===== src/rtl/riscv_ctrl_seq.sv =====
// riscv_ctrl_seq -- multi-cycle control sequencer for the RV32I core.
//
// Moves each instruction through FETCH, DECODE, EXEC, MEM and WB. It pulses
// pcEn exactly once per retired instruction. It handshakes with the shared
// instruction/data memory port and stops in HALT (SYSTEM opcode) or FAULT
// (illegal opcode or memory timeout) until reset.
//
// Ports:
//   clk, rstN    clock (rising edge), asynchronous active-low reset
//   run          start/continue; sampled only at instruction boundaries
//   opcode       instr[6:0] from the IR, valid from DECODE onward
//   branchTaken  branch comparison result, valid in EXEC
//   memReady     memory acknowledge for the current memReq
//   memReq/memWe memory request and write strobe
//   irWrite      load the instruction register
//   regWe        register-file write enable
//   pcEn/pcSrc   PC update enable; source 0 = PC+1 word, 1 = PC+offset
//   state        current state code
//   halted/fault sticky terminal-state flags
module riscv_ctrl_seq #(
  parameter int MEM_TIMEOUT = 15,
  parameter int TO_W        = 4
) (
  input  logic       clk,
  input  logic       rstN,
  input  logic       run,
  input  logic [6:0] opcode,
  input  logic       branchTaken,
  input  logic       memReady,
  output logic       memReq,
  output logic       memWe,
  output logic       irWrite,
  output logic       regWe,
  output logic       pcEn,
  output logic       pcSrc,
  output logic [2:0] state,
  output logic       halted,
  output logic       fault
);

  localparam logic [2:0] S_IDLE   = 3'd0;
  localparam logic [2:0] S_FETCH  = 3'd1;
  localparam logic [2:0] S_DECODE = 3'd2;
  localparam logic [2:0] S_EXEC   = 3'd3;
  localparam logic [2:0] S_MEM    = 3'd4;
  localparam logic [2:0] S_WB     = 3'd5;
  localparam logic [2:0] S_HALT   = 3'd6;
  localparam logic [2:0] S_FAULT  = 3'd7;

  // Opcode classes: only the distinctions later states care about are kept.
  localparam logic [2:0] C_ALU    = 3'd0;  // OP, OP-IMM, LUI, AUIPC
  localparam logic [2:0] C_LOAD   = 3'd1;
  localparam logic [2:0] C_STORE  = 3'd2;
  localparam logic [2:0] C_BRANCH = 3'd3;
  localparam logic [2:0] C_JUMP   = 3'd4;  // JAL, JALR (PC+offset in WB)

  logic [2:0]      nxt;
  logic [2:0]      cls;
  logic [2:0]      dec_cls;
  logic            dec_ok;
  logic            dec_sys;
  logic [TO_W-1:0] cnt;
  logic            timeout;
  logic [2:0]      bnd;

  // The counter is compared one short of the limit. FAULT is therefore
  // taken on the MEM_TIMEOUT-th consecutive wait cycle.
  assign timeout = (cnt == TO_W'(MEM_TIMEOUT - 1)) && !memReady;
  assign bnd     = run ? S_FETCH : S_IDLE;

  always_comb begin
    dec_cls = C_ALU;
    dec_ok  = 1'b1;
    dec_sys = 1'b0;
    case (opcode)
      7'b0000011: dec_cls = C_LOAD;
      7'b0100011: dec_cls = C_STORE;
      7'b1100011: dec_cls = C_BRANCH;
      7'b1101111,
      7'b1100111: dec_cls = C_JUMP;
      7'b0110011,
      7'b0010011,
      7'b0110111,
      7'b0010111: dec_cls = C_ALU;
      7'b1110011: dec_sys = 1'b1;
      default:    dec_ok  = 1'b0;
    endcase
  end

  always_comb begin
    nxt     = state;
    memReq  = 1'b0;
    memWe   = 1'b0;
    irWrite = 1'b0;
    regWe   = 1'b0;
    pcEn    = 1'b0;
    pcSrc   = 1'b0;
    halted  = 1'b0;
    fault   = 1'b0;
    case (state)
      S_IDLE: if (run) nxt = S_FETCH;
      S_FETCH: begin
        memReq = 1'b1;
        if (memReady) begin
          irWrite = 1'b1;
          nxt     = S_DECODE;
        end else if (timeout) begin
          nxt = S_FAULT;
        end
      end
      S_DECODE: begin
        if (dec_sys)     nxt = S_HALT;
        else if (dec_ok) nxt = S_EXEC;
        else             nxt = S_FAULT;
      end
      S_EXEC: begin
        case (cls)
          C_BRANCH: begin
            pcEn  = 1'b1;
            pcSrc = branchTaken;
            nxt   = bnd;
          end
          C_LOAD, C_STORE: nxt = S_MEM;
          default:         nxt = S_WB;
        endcase
      end
      S_MEM: begin
        memReq = 1'b1;
        memWe  = (cls == C_STORE);
        if (memReady) begin
          if (cls == C_STORE) begin
            pcEn = 1'b1;
            nxt  = bnd;
          end else begin
            nxt = S_WB;
          end
        end else if (timeout) begin
          nxt = S_FAULT;
        end
      end
      S_WB: begin
        regWe = 1'b1;
        pcEn  = 1'b1;
        pcSrc = (cls == C_JUMP);
        nxt   = bnd;
      end
      S_HALT:  halted = 1'b1;
      default: fault  = 1'b1;
    endcase
  end

  always_ff @(posedge clk or negedge rstN) begin
    if (!rstN) begin
      state <= S_IDLE;
      cls   <= C_ALU;
      cnt   <= '0;
    end else begin
      state <= nxt;
      if (state == S_DECODE) cls <= dec_cls;
      // Clear on every state change; count only while waiting on memory.
      if (nxt != state)
        cnt <= '0;
      else if (state == S_FETCH || state == S_MEM)
        cnt <= cnt + 1'b1;
    end
  end

endmodule


===== config.mk =====
export PLATFORM = sky130hd
export DESIGN_NAME = riscv_ctrl_seq
export DESIGN_NICKNAME = d
export VERILOG_FILES = /design/src/rtl/riscv_ctrl_seq.sv
export SDC_FILE = /design/constraint.sdc
export NUM_CORES = 1
export LEC_CHECK = 0
export CELL_PAD_IN_SITES_DETAIL_PLACEMENT = 2
export CELL_PAD_IN_SITES_GLOBAL_PLACEMENT = 2
export CORE_ASPECT_RATIO = 0.75
export CORE_MARGIN = 5
export CORE_UTILIZATION = 29
export CTS_BUF_LIST = sky130_fd_sc_hd__clkbuf_8
export CTS_CLUSTER_DIAMETER = 30
export DETAILED_ROUTE_END_ITERATION = 7
export PLACE_DENSITY_LB_ADDON = 0.1
export RECOVER_POWER = 25
export SYNTH_ARGS = -nofsm -noshare
export SYNTH_HDL_FRONTEND = slang
export SYNTH_SLANG_ARGS = --single-unit

===== constraint.sdc =====
create_clock -name clk -period 3.4 [get_ports clk]
set_clock_uncertainty 0.05 [all_clocks]
set_input_delay 0.68 -clock clk [delete_from_list [all_inputs] [get_ports clk]]
set_output_delay 0.68 -clock clk [all_outputs]
set_load 0.05 [all_outputs]

== After elaboration in Yosys (flattened, before gate mapping) ==
Index checks and enable logic that the tools add are counted.
Widths: inputs -> output; s select.
Storage, ports and cells
  register bits: 10
  bits of input ports: 12
  output and inout bits: 11
  word-level logic and storage cells: 64
Operators by class
  add/sub/neg operators: 1
  equality and inequality tests: 22
  muxes and demuxes: 28
  reductions and logical operators: 10
Operators by type and width (number)
  $eq 7x7->1 const B: 4
  $eq 7x6->1 const B: 3
  $mux 3: 7
  $pmux 3 s6: 1
  $eq 7x5->1 const B: 2
  $mux 1: 14
  $eq 3x2->1 const B: 4
  $eq 3x3->1 const B: 4
  $pmux 3 s4: 1
  $reduce_or 10->1: 1
  $mux 4: 2
  $eq 7x2->1 const B: 1
  $reduce_or 7->1: 1
  $eq 3x1->1 const B: 2
  $pmux 3 s2: 1
  $reduce_or 2->1: 3
  $add 4x1->4 const B: 1
  $eq 4x4->1 const B: 1
  $logic_not 3->1: 1
  $ne 3x3->1: 1
  $pmux 1 s3: 1
  $pmux 1 s2: 1
  $reduce_bool 2->1: 1
  $logic_and 1x1->1: 1
  2 further kinds: 2

== Logic depth before layout (Yosys ltp) ==
  depth in word-level cells: 8
  mapped depth: 7
  mapped depth without buffers: 7

== Worst setup path after synthesis ==
No wires, ideal clock.
  kind: register to output
  from: register state[1]
  to: output memWe
  arrival: 2.435 ns
  required time: 2.670 ns
  path slack: 0.235 ns
  stages on the path, launching flop included: 3
  buffers on the path: 1
  cells stage by stage: dfrtp_1 clkbuf_1 nor4_1
On the way
  cells in the longest elaborated chain, start to end: 2
Ends and longest elaborated chain
  from (decl): RTL line 36  | output logic [2:0] state,
  from (signal assigned): RTL line 158  | state <= nxt;
  $eq 3x3->1: RTL line 100  | case (state)
  $mux 1: RTL line 100
  to (decl): RTL line 31  | output logic memWe,
Every way passes these cells.

== Worst setup path in the final report ==
  from: register state[2]
  to: output memReq
On the way
  cells in the longest elaborated chain, start to end: 3
  elaborated cells between the ends (all ways): 4
  those cells by class: eq/ne (2); mux (1); reduce/logical (1)
Ends and longest elaborated chain
  $eq 3x1->1 / $eq 3x3->1 (equally long branches): RTL line 100
  $reduce_or 2->1 (no line) *
  $mux 1 *: RTL line 100
  to (decl): RTL line 30  | output logic memReq,
Every way passes the cells marked *; elsewhere a longest branch is shown, timed or not.

==> impl_metrics.toml <==
[timing]
fin_tns_setup_ns = 0
maxSlewHeadroom_pct = 54.0
period_minus_slack_ns = 3.22
rsz0062_at_grt = "false"
slew_violations = 0
setup_viol = 0
min_period_over_period_pct = 94.8
hold_violations = 0
fmax_mhz = 310
worst_pin_slew_ns = 0.690

[run]
drv_cap = 0

[global_routing]
grt_overflow = 0
grt_max_degree = 18
grt_pass1_wl_um = 5020
gr-usage-all-layers_pct = 16.0
first_global_vias = 974
antenna_found_initial = 0

[power_and_ir_drop]
pwr-share-clk_pct = 13.9
intPower_mw = 0.497
pwr-share-seq_pct = 23.1
p_switching_mw = 0.583
p_leak_nw = 0.459
powerDensity_nw_per_um2 = 953
power_frac_comb_pct = 62.9
switching_share_pct = 54.0
vdd_drop_max_mv = 0.458

[yosys]
async_flop_share_pct = 100
avgSynthCellArea_um2 = 7.84
syn_area_um2 = 816
yosysUniqueCellTypes = 38
synth_cells = 104
ys_seq_area_share_pct = 30.7
synthFlopType = "dfrtp_1"
synth_area_leaders = "dfrtp_1 31%, nand2_1 5.5%, a21oi_1 4.9%"
synth_edf_count = 0
synth_area_leader_cell = "dfrtp_1"
ys_seq_elements = 10
ys_warn_count = 0
syn_nets = 118
synth_top_area_share_pct = 30.7

[die]
die_h_um = 55.9
initial_core_util_pct = 30.6
core_um2 = 2660
rows = 16
die_area_um2 = 3980
io_pins = 23
die_w_um = 71.2

[setup_path]
crit_family = "buffers and inverters"
path_class = "flop to primary output"
cp_max_fo = 17
critPathMaxStageDelay_ns = 0.87
endpoint_kind = "primary output"
crit_chain = "nand2b_1, a21oi_1, clkdlybuf4s50_1"
cp_slowest_cell = "clkdlybuf4s50_1"
cp_num_buf_inv = 1
start_kind = "flop"
cp_data_required_time_ns = 2.67
critPathArrivalTime_ns = 2.49

[clock_tree]
clkLatencyLatePin_ns = 0.24
cts_setup_buffers = 0
tritoncts = "done"
cts_buffers = 3
cts.htree.levels = 1
cts-root-buf = "clkbuf_8"
cts.path.max_buffers = 2
cts.repair.resized = 0
cts_hold_buf = 0
clkTransAtPathRegs_ns = 0.06
cts_sinks = 10

[route]
wl_per_cell_um = 18.4
drc = 0
vias = 914
drt_wl_total_um = 3030
final_antenna_net_count = 0
drt_iter0_drc = 52
dr.pass1.iters = 4
vias_per_cell = 5.54

[final_layout]
finish.net_count = 144
n_fill_cell = 326
post-route-util_pct = 42.6
multiInputGateArea_um2 = 523
area_delta_synth_final_pct = 39.0
drive_above_1_share_pct = 7.75
regArea_um2 = 250
antenna_cells = 0

[hold_path]
worstHoldPathType = "flop to flop"

[place]
io_buffers = 22
hpwl_um = 2320
place_congestion = 0.827

[status]
status = "finished, final reports clean"
## Yosys cell counts (all sizes together), types with 2 or more instances
library cell,count
a21oi,8
nand2,12
nand4bb,2
a211oi,2
nand2b,4
dfrtp,10
and3,2
nor2,9
inv,8
nor3,8
or3b,2
xor2,4
nand3,3
ha,2
o21ai,3
clkbuf,2
nor4,2
## final timing paths
check                               from       end  slack, ns  cells after the start
worst max-delay path            state[2]    memReq       0.18                      3
max in group asynchronous           rstN    cnt[3]       2.21                      1
worst max register to register  state[2]    cnt[0]       1.03                      5
worst min-delay path              cls[2]    cls[2]       0.57                      2
worst min register to register    cls[2]    cls[2]       0.57                      2
min in group asynchronous           rstN  state[0]       0.77                      1
## flip-flops by register name, summed over array words and instances (netlist names)
| register | cells |
|---|---|
| state | 3 |
| cls | 3 |
| cnt | 4 |
## layout make-up
cell class	count	area share (%)
Clock buffer	4	4.86
Timing Repair Buffer	24	20.3
Inverter	8	2.65
Multi-Input combinational cell	83	46.1
Tap cell	36	3.97
Sequential cell	10	22.1
## routing by layer
layer  vias up  GRT usage, %  routed length, um
met5         -             0                  0
met4         0          5.63                 56
met3         7          3.25                138
met2        20          23.7               1330
met1       455          22.7               1500
li1        432             -                  -
## logic make-up (layout without fill, tap and decap cells)
group / after synthesis / after routing / share of synthesized area (%)
flip-flops: 10 / 10 / 30.7
adder cells (fa/ha/maj): 2 / 2 / 3.07
multiplexers: 1 / 1 / 1.23
buffers and inverters: 11 / 36 / 5.21
XOR/XNOR: 5 / 5 / 5.37
AND/OR/NAND/NOR: 51 / 51 / 34.2
AO/OA/AOI/OAI: 24 / 24 / 20.2
## layout by cell type, fill, tap and decap left out, types with 2 or more instances in the layout
cell type        netlist  routed
a211oi_1               2       2
nand3_1                3       3
nand2b_1               4       4
xor2_1                 4       4
nand4bb_1              2       2
dfrtp_1               10      10
clkdlybuf4s50_1        0      19
nor2_1                 9       9
nand2_1               12      12
ha_1                   2       2
inv_1                  8       8
buf_4                  0       4
or3b_1                 2       2
nor3_1                 8       8
nor4_1                 2       2
o21ai_0                3       3
clkbuf_8               0       4
and3_1                 2       2
a21oi_1                8       8
## metrics by stage
stage	power (mW)	instances	worst slack [ns]	hold slack, ns	instance area [um^2]
detailed placement	0.921	161	0.486	0.551	1080
CTS	1.09	165	0.176	0.566	1130
finish	1.08	165	0.178	0.568	1130
global route	1.15	165	0.0752	0.611	1130
floorplan	0.683	104	0.235	0.334	816
global placement	0.903	161	0.594	0.534	1080
## power groups by stage
stage / Clock [mW] / Combinational, mW / Sequential [mW]
floorplan: 0 / 0.415 / 0.268
CTS: 0.156 / 0.685 / 0.247
detailed placement: 0 / 0.677 / 0.244
global route: 0.166 / 0.728 / 0.258
finish: 0.151 / 0.680 / 0.250
global placement: 0 / 0.663 / 0.240
## worst min-delay path, cell delays in order, from the launching register on
cell and delay (ns):
dfrtp_1 0.44, nand2_1 0.08, nand2_1 0.07
(Power assumes the default switching activity.)
